[config.mk]
export PLATFORM = sky130hd
export DESIGN_NAME = fetch_unit
export DESIGN_NICKNAME = d
export VERILOG_FILES = /design/src/rtl/fetch_pkg.sv /design/src/rtl/fetch_queue.sv /design/src/rtl/fetch_unit.sv
export SDC_FILE = /design/constraint.sdc
export NUM_CORES = 1
export LEC_CHECK = 0
export ABC_AREA = 0
export BUFFER_PORTS_ARGS = -buffer_cell sky130_fd_sc_hd__buf_2
export CORE_ASPECT_RATIO = 1.5
export CORE_MARGIN = 3
export CORE_UTILIZATION = 54
export DETAILED_ROUTE_END_ITERATION = 10
export GPL_TIMING_DRIVEN = 1
export HOLD_SLACK_MARGIN = 0.02
export PLACE_DENSITY = 0.93
export REMOVE_ABC_BUFFERS = 1
export SLEW_MARGIN = 25
export SYNTH_ARGS = -nofsm -noshare
export SYNTH_HDL_FRONTEND = slang
export SYNTH_HIERARCHICAL = 1
export SYNTH_SLANG_ARGS = --single-unit
[constraint.sdc]
create_clock -name Clk -period 2.7 [get_ports Clk]
set_clock_uncertainty 0.2 [all_clocks]
set_input_delay 0 -clock Clk [delete_from_list [all_inputs] [get_ports Clk]]
set_output_delay 0 -clock Clk [all_outputs]
set_load 0.02 [all_outputs]
[src/rtl/fetch_pkg.sv]
// ----------------------------------------------------------------------------
// fetch_pkg
// Shared definitions for the instruction fetch unit: datapath widths, PC
// step, fetch-queue depth, the FSM state type, the queue entry layout and a
// PC alignment helper.
// ----------------------------------------------------------------------------
package fetch_pkg;

    localparam int unsigned PC_W         = 32;
    localparam int unsigned INST_W       = 32;
    localparam logic [PC_W-1:0] PC_INC   = 32'd4;
    localparam int unsigned FETCH_QDEPTH = 2;
    // Occupancy counter must hold 0..FETCH_QDEPTH inclusive.
    localparam int unsigned CNT_W        = 2;

    typedef enum logic {
        BOOT = 1'b0,
        RUN  = 1'b1
    } fetch_state_e;

    typedef struct packed {
        logic [PC_W-1:0]   pc;
        logic [INST_W-1:0] inst;
    } fetch_entry_t;

    // Instructions are word aligned; the low two address bits are dropped.
    function automatic logic [PC_W-1:0] align_pc(input logic [PC_W-1:0] pc);
        return pc & ~(PC_W'(3));
    endfunction

endpackage

[src/rtl/fetch_queue.sv]
// ----------------------------------------------------------------------------
// fetch_queue
// Two-entry FIFO holding fetched {pc, inst} pairs between fetch and decode.
// Push and pop may happen in the same cycle (count unchanged); flush empties
// the queue and takes priority over push/pop.
//
// Ports
//   clk, rst_n        clock, asynchronous active-low reset
//   push_i            write push_pc_i/push_inst_i at the tail
//   pop_i             advance the head
//   flush_i           drop all entries
//   push_pc_i         address of the instruction being pushed
//   push_inst_i       instruction word being pushed
//   count_o           number of valid entries (0..2)
//   head_pc_o         address at the head entry
//   head_inst_o       instruction word at the head entry
//
// The caller never pushes into a full queue unless it also pops that cycle,
// and never pops an empty queue.
// ----------------------------------------------------------------------------
module fetch_queue
    import fetch_pkg::*;
#(
    parameter int unsigned DEPTH = FETCH_QDEPTH
) (
    input  logic              clk,
    input  logic              rst_n,
    input  logic              push_i,
    input  logic              pop_i,
    input  logic              flush_i,
    input  logic [PC_W-1:0]   push_pc_i,
    input  logic [INST_W-1:0] push_inst_i,
    output logic [CNT_W-1:0]  count_o,
    output logic [PC_W-1:0]   head_pc_o,
    output logic [INST_W-1:0] head_inst_o
);

    fetch_entry_t       mem_q [DEPTH];
    // With two entries a single toggling bit is a complete pointer.
    logic               wr_ptr_q;
    logic               rd_ptr_q;
    logic [CNT_W-1:0]   count_q;

    // NOTE: the storage is reset along with the pointers so that the head
    // outputs read a defined zero entry out of reset rather than X.
    // NOTE: sequential state is written with non-blocking assignments only, so
    // every register samples pre-edge values regardless of statement order.
    always_ff @(posedge clk or negedge rst_n) begin
        if (!rst_n) begin
            for (int i = 0; i < int'(DEPTH); i++) begin
                mem_q[i] <= '0;
            end
            wr_ptr_q <= 1'b0;
            rd_ptr_q <= 1'b0;
            count_q  <= '0;
        end else if (flush_i) begin
            wr_ptr_q <= 1'b0;
            rd_ptr_q <= 1'b0;
            count_q  <= '0;
        end else begin
            if (push_i) begin
                mem_q[wr_ptr_q] <= '{pc: push_pc_i, inst: push_inst_i};
                wr_ptr_q        <= ~wr_ptr_q;
            end
            if (pop_i) begin
                rd_ptr_q <= ~rd_ptr_q;
            end
            count_q <= count_q + CNT_W'(push_i) - CNT_W'(pop_i);
        end
    end

    assign count_o     = count_q;
    assign head_pc_o   = mem_q[rd_ptr_q].pc;
    assign head_inst_o = mem_q[rd_ptr_q].inst;

endmodule

[src/rtl/fetch_unit.sv]
// ----------------------------------------------------------------------------
// fetch_unit
// Instruction fetch front end. Holds the PC, drives it to a combinational
// instruction memory, and pushes the returned word together with its address
// into a two-entry queue that feeds decode through a valid/ready handshake.
// A redirect (taken branch/jump) flushes the queue and reloads the PC.
//
// Ports
//   Clk             clock
//   Clrn            asynchronous active-low reset
//   InstAddr        fetch address (current PC)
//   Inst            instruction word for InstAddr, same cycle
//   RedirectValid   load PC from RedirectTarget, flush queue
//   RedirectTarget  redirect address (low two bits ignored)
//   OutValid        queue head is valid
//   OutReady        decode accepts the head this cycle
//   OutInst         head instruction word
//   OutPc           head instruction address
//   OutPcPlus4      OutPc + 4 (wraps)
//   StallCnt        cycles with OutValid && !OutReady (saturating)
//
// Build option: define FETCH_PERF_EN to implement the StallCnt counter;
// without it StallCnt is tied to zero.
// ----------------------------------------------------------------------------
module fetch_unit
    import fetch_pkg::*;
#(
    parameter logic [31:0] RESET_PC = 32'h0000_0000,
    parameter int unsigned QDEPTH   = 2
) (
    input  logic        Clk,
    input  logic        Clrn,
    output logic [31:0] InstAddr,
    input  logic [31:0] Inst,
    input  logic        RedirectValid,
    input  logic [31:0] RedirectTarget,
    output logic        OutValid,
    input  logic        OutReady,
    output logic [31:0] OutInst,
    output logic [31:0] OutPc,
    output logic [31:0] OutPcPlus4,
    output logic [31:0] StallCnt
);

    fetch_state_e       state_q;
    logic [PC_W-1:0]    pc_q;
    logic [PC_W-1:0]    pc_d;

    logic [CNT_W-1:0]   q_count;
    logic [PC_W-1:0]    head_pc;
    logic [INST_W-1:0]  head_inst;

    logic               q_full;
    logic               deq;
    logic               enq;
    logic               pop;

    assign q_full   = (q_count == CNT_W'(QDEPTH));
    assign OutValid = (q_count != '0);
    assign deq      = OutValid && OutReady;

    // Redirect wins over everything: no enqueue, and a handshake that
    // happens in the same cycle is dropped together with the flushed queue.
    // A full queue can still accept a new word when the head leaves this cycle.
    // NOTE: every always_comb output gets a default first so no path can
    // leave it unassigned and infer a latch.
    always_comb begin
        enq  = 1'b0;
        pop  = 1'b0;
        pc_d = pc_q;
        if (RedirectValid) begin
            pc_d = align_pc(RedirectTarget);
        end else begin
            pop = deq;
            if (state_q == RUN && (!q_full || deq)) begin
                enq  = 1'b1;
                pc_d = pc_q + PC_INC;
            end
        end
    end

    // BOOT lasts exactly one cycle after reset; a redirect also lands in RUN,
    // so every path out of either state leads to RUN.
    always_ff @(posedge Clk or negedge Clrn) begin
        if (!Clrn) begin
            state_q <= BOOT;
            pc_q    <= RESET_PC;
        end else begin
            pc_q <= pc_d;
            case (state_q)
                BOOT:    state_q <= RUN;
                RUN:     state_q <= RUN;
                default: state_q <= BOOT;
            endcase
        end
    end

    fetch_queue #(
        .DEPTH (QDEPTH)
    ) u_queue (
        .clk         (Clk),
        .rst_n       (Clrn),
        .push_i      (enq),
        .pop_i       (pop),
        .flush_i     (RedirectValid),
        .push_pc_i   (pc_q),
        .push_inst_i (Inst),
        .count_o     (q_count),
        .head_pc_o   (head_pc),
        .head_inst_o (head_inst)
    );

    assign InstAddr   = pc_q;
    assign OutPc      = head_pc;
    assign OutInst    = head_inst;
    assign OutPcPlus4 = head_pc + PC_INC;

`ifdef FETCH_PERF_EN
    logic [31:0] stall_cnt_q;

    always_ff @(posedge Clk or negedge Clrn) begin
        if (!Clrn) begin
            stall_cnt_q <= '0;
        end else if (OutValid && !OutReady && stall_cnt_q != '1) begin
            stall_cnt_q <= stall_cnt_q + 32'd1;
        end
    end

    assign StallCnt = stall_cnt_q;
`else
    assign StallCnt = '0;
`endif

endmodule
Yosys cells after proc, flatten, opt, wreduce, memory -nomap -nowiden. Cells that the tools add are included. W data, S select, Z words.

Bits in registers: 165. Input bits: 68. Output and inout port bits: 161. Word-level logic and storage cells: 48.

$add $sub $neg: 4. Magnitude comparators: 3. Equality and inequality tests: 1. Muxes and demuxes: 16. Bitwise logic cells: 5. Reduce and logical (&&, ||, !) cells: 10.

Operators by type and width (count): $mux W64 (4); $bwmux W128 (1); $add A32 B3 Y32 const B (2); $demux W64 S1 (1); $mux W32 (2); $reduce_bool A2 Y1 (4); $mux W1 (7); $ge A2 B2 Y1 const B (2); $not A1 Y2 (2); $logic_and A1 B1 Y1 (3); $not A1 Y1 (3); $add A2 B1 Y2 (1); $eq A2 B2 Y1 const B (1); $lt A2 B1 Y1 const B (1); $mux W2 (1); $reduce_and A2 Y1 (1); $sub A2 B1 Y2 (1); $logic_not A1 Y1 (1); $logic_or A1 B1 Y1 (1).

Depth between registers and ports, before layout.
Depth after elaboration: 9. Gate-level depth with buffers: 9. Mapped depth without buffers: 7.

Cells and area by module. The synthesis kept the hierarchy.

Modules (own cells, without submodules): fetch_queue (times used 1, cells each 358, area an instance 6048.3 µm², sequential area each 3303.2 µm²); fetch_unit (times used 1, cells each 362, area an instance 2886.5 µm², sequential area each 775.7 µm²).

Least setup slack after synthesis. Ideal clock, no wire load.

Path type: register to output. Start: register u_queue.rd_ptr_q. End: output OutPcPlus4[26]. Arrival: 2277 ps. Data required time: 2500 ps. Slack: 223 ps. Cell stages (with the launch flop): 9. Path buffers: 2. Path through: dfrtp_1 > buf_2 > buf_2 > mux2_2 > ha_1 > and4_1 > nand4_1 > nor4_1 > xor2_1.

Word-level cells in the longest chain between the ends: 5.

Ends and longest elaborated chain: start: declaration (line fetch_queue.sv:41) `logic rd_ptr_q;`; start signal: assignment (line fetch_queue.sv:66) `rd_ptr_q <= ~rd_ptr_q;`; $not A1 Y2 (not written as such) (line fetch_queue.sv:73) `assign head_pc_o = mem_q[rd_ptr_q].pc;`; $mux W64 (not written as such) (3 in a row) (line fetch_queue.sv:73); net OutPc[2] (line fetch_unit.sv:40) `output logic [31:0] OutPc,`; $add A32 B3 Y32 (line fetch_unit.sv:116) `assign OutPcPlus4 = head_pc + PC_INC;`; end: declaration (line fetch_unit.sv:41) `output logic [31:0] OutPcPlus4,`.

The timed path passes the listed nets, and every way through them passes these cells. The select of a mux whose other input is x is not followed.

Final worst setup path.
Start: register u_queue.rd_ptr_q. End: output OutPcPlus4[27].

Word-level cells in the longest chain between the ends: 5.

Ends and longest elaborated chain (line): $not A1 Y2 (not written as such) (fetch_queue.sv:73); $mux W64 (not written as such) (3 in a row) (fetch_queue.sv:73); $add A32 B3 Y32 (fetch_unit.sv:116).

No other way between the ends. The select of a mux whose other input is x is not followed.

==> summary.md <==
| Metric | Value |
|---|---|
| Final Hold Viols | `0` |
| Clock transition at path regs | `0.06 ns` |
| Buffers on Ports | `192` |
| Final HPWL DP | `15.3 mm` |
| RR Endpoint | `u_queue/mem_q[0]` |
| Initial antenna violation count | `1` |
| Distinct cells, synth | `56` |
| Status | `finished, violations left` |
| Reg area | `0.00408 mm²` |
| I/O Pins | `229` |
| Max frequency | `353 MHz` |
| Initial DRC count | `498` |
| Non-filler cells in the finished layout | `1228` |
| Post-synth EDFFs | `0` |
| Slew Limit Fails | `0` |
| Worst hold slack | `0.123 ns` |
| DP Area | `0.00989 mm²` |
| Worst Setup Slack, final | `-0.134 ns` |
| Tmin final | `2.83 ns` |
| Switch Pwr | `3.64 mW` |
| Vias in the first global route | `7435` |
| Ratio of cells with drive above 1 in the final layout | `0.469` |
| Hold-critical path endpoint | `InstAddr[9]` |
| Pre-CTS setup slack | `0.151 ns` |
| Die Area | `0.0182 mm²` |
| Clk pwr share | `0.257` |
| HP Start | `RedirectTarget[9]` |
| Worst reg2reg path startpoint | `u_queue/count_o[0]` |
| Initial core utilization | `0.552` |
| Setup tns final | `-0.391 ns` |
| CP endpoint kind | `output port` |
| Max cap viols | `0` |
| Worst skew pair latency | `0.44 ns` |
| Nets | `1080` |
| First-pass GRT wire length | `39.6 mm` |
| Critical path fanouts, max | `26` |
| Die W | `111 µm` |
| Root Buffer | `clkbuf_16` |
| Register-to-register setup slack | `0.17 ns` |
| Leakage power | `5.52 nW` |
| Via count | `7046` |
| Ratio of final minimum period to clock period | `1.05` |
| Slew @ Worst Pin | `0.647 ns` |
| Remaining Overflow, GRT | `0` |
| Drt total wl | `25.9 mm` |
| Htree depth | `4` |
| Cell depth of the worst flop-to-flop path | `6` |
| Internal power | `6.60 mW` |
| DRC viols | `0` |
| Placed insts | `1099` |
| Post-Synthesis Cell Area | `0.00893 mm²` |
| Final setup viols | `7` |
| CTS buffer count | `17` |
| Fill cells | `973` |
| Final ANT Viol Nets | `0` |
| CTS Buffer Depth | `2` |
| Synth Flop Type | `dfrtp_1` |
| Initial DRT Pass Iterations | `5` |
| Final instance area | `0.0118 mm²` |
| Rel. slew slack | `0.565` |
| Sw Ratio | `0.356` |
| Pin count of the biggest net entering global routing | `56` |
| Ys Warns | `6` |
| Final Wtd Congestion | `0.923` |
| Failing checks | `setup timing` |
| Synthesized instance count | `720` |
| Core area | `0.0162 mm²` |
| Footprint of the multi-input gates | `0.00461 mm²` |
| WL per Instance | `21.1 µm` |
| TritonCTS clock tree | `done` |
| CP startpoint kind | `flop` |
| Num rows | `57` |
| Combinational Power Share | `0.388` |
| Via/cell ratio | `5.74` |
| Unrepaired setup endpoints after global routing | `true` |
| VDD IR max | `0.606 mV` |
| Critical path origin | `u_queue/rd_ptr_q` |
| Die Y | `164 µm` |
| Worst Path Arrival | `2.63 ns` |
| Sinks on Clock Net | `163` |
| PD cells | `868 mW/mm²` |
| Sequential area share after synthesis | `0.457` |
| Hold/Removal Path Class | `primary input to flop` |
| WS Path Type | `flop to output port` |
| Cell depth of the worst hold path | `4` |
| Tot GR Track Use | `0.278` |
| Critical Path RT | `2.50 ns` |
| Asr flop ratio synth | `1.00` |
| Avg Cell Area, Syn | `12.4 µm²` |
| Flops & latches, synth | `163` |
| Sequential Power Share | `0.355` |
| Layout area overhead | `32.1%` |
## worst max-delay path by stage
| stage | slack [ns] | cells past startpoint | endpoint |
|---|---|---|---|
| 6_report | -0.13 | 7 | OutPcPlus4[27] |
| 5_1_grt | -0.23 | 8 | OutPcPlus4[27] |
| 4_1_cts | -0.06 | 7 | OutPcPlus4[23] |
| 3_5_place_dp | 0.15 | 7 | OutPcPlus4[28] |
| 3_3_place_gp | 0.20 | 7 | OutPcPlus4[26] |
| 2_1_floorplan | -1.95 | 5 | u_queue/mem_q[0] |
## cells in the mapped netlist, drive strengths merged (5+ instances only)
cell type  number  share of area
mux2          192           0.27
dfrtp         163           0.46
buf            63          0.063
nand3          37          0.023
nand2          35          0.016
nor2           24          0.010
xor2           20          0.020
xnor2          19          0.019
nand4          18          0.015
o21ai          18          0.010
nor4           13         0.0098
nor3           12         0.0067
inv            10         0.0042
and4            9         0.0091
or4             8         0.0067
a31oi           7         0.0049
clkbuf          7         0.0029
nor2b           7         0.0049
o31ai           7         0.0059
and3            6         0.0042
a22oi           5         0.0042
and2            5         0.0035
## cells in the final DEF (no fill, tap or decap), types with 17 or more instances in the layout
cell type and instances:
xor2_1 20, nand2_1 33, o21ai_0 18, dlygate4sd3_1 82, xnor2_1 19, dfrtp_1 162, nor2_1 24, mux2_4 76
mux2_2 111, buf_2 175, buf_4 34, clkbuf_16 17, nand3_1 32, conb_1 39
## per-stage QoR
step                power [mW]   util
finish                    10.2  0.729
global route              10.7  0.729
CTS                       9.98  0.716
detailed placement        7.12  0.611
global placement          6.97  0.611
floorplan                 5.98      -
## power groups by stage
stage	sequential [mW]	clock, mW	combinational, mW
floorplan	3.54	0	2.44
global placement	3.55	0	3.42
detailed placement	3.61	0	3.51
CTS	3.58	2.65	3.75
global route	3.70	2.76	4.19
finish	3.63	2.63	3.98
## what timing repair did
item	4_1_cts	5_1_grt
gates resized for setup	36	39
endpoints found under the hold margin	261	0
setup endpoints to repair	20	21
hold buffers	83	0
pin swaps	5	8
setup buffers	3	8
gates cloned	2	0
## per-layer routing
layer | global-route usage | wire, µm | up-vias
met3 | 0.0593 | 1490 | 95
met5 | 0 | 0 | -
met1 | 0.311 | 9650 | 3504
met2 | 0.495 | 13600 | 347
li1 | - | - | 3100
met4 | 0.152 | 1160 | 0
## critical path, cell delays in order (launching register included)
cell and delay, ns:
dfrtp_2 0.48, buf_12 0.21, mux2_2 0.30, and4_4 0.25, nand3_4 0.17, nor4_2 0.34, xor2_1 0.25, buf_4 0.18
## cells by family (layout without fill, tap and decap cells)
group,count (synthesis),count (layout),share of synthesized area
buf+inv,82,345,0.0727
other cells,2,40,0.000841
fa+ha+maj,4,4,0.00560
simple gates,186,187,0.119
xor+xnor,40,40,0.0408
compound gates,50,50,0.0360
mux,193,193,0.268
flops,163,163,0.457
## final cells by class
cell class / count / area share
multi-input cells: 513 / 0.390
flip-flops and latches: 163 / 0.346
repair buffers: 303 / 0.185
clock buffers: 18 / 0.0372
well taps: 206 / 0.0218
clock inverters: 14 / 0.0171
inverters: 10 / 0.00318
diodes: 1 / 0.000212
## flip-flops by register name, summed over array words and instances (netlist names)
register,flops
u_queue/count_o,2
InstAddr,30
state_q,1
u_queue/rd_ptr_q,1
u_queue/wr_ptr_q,1
u_queue/mem_q,128
Power figures use the tool's default switching activity.
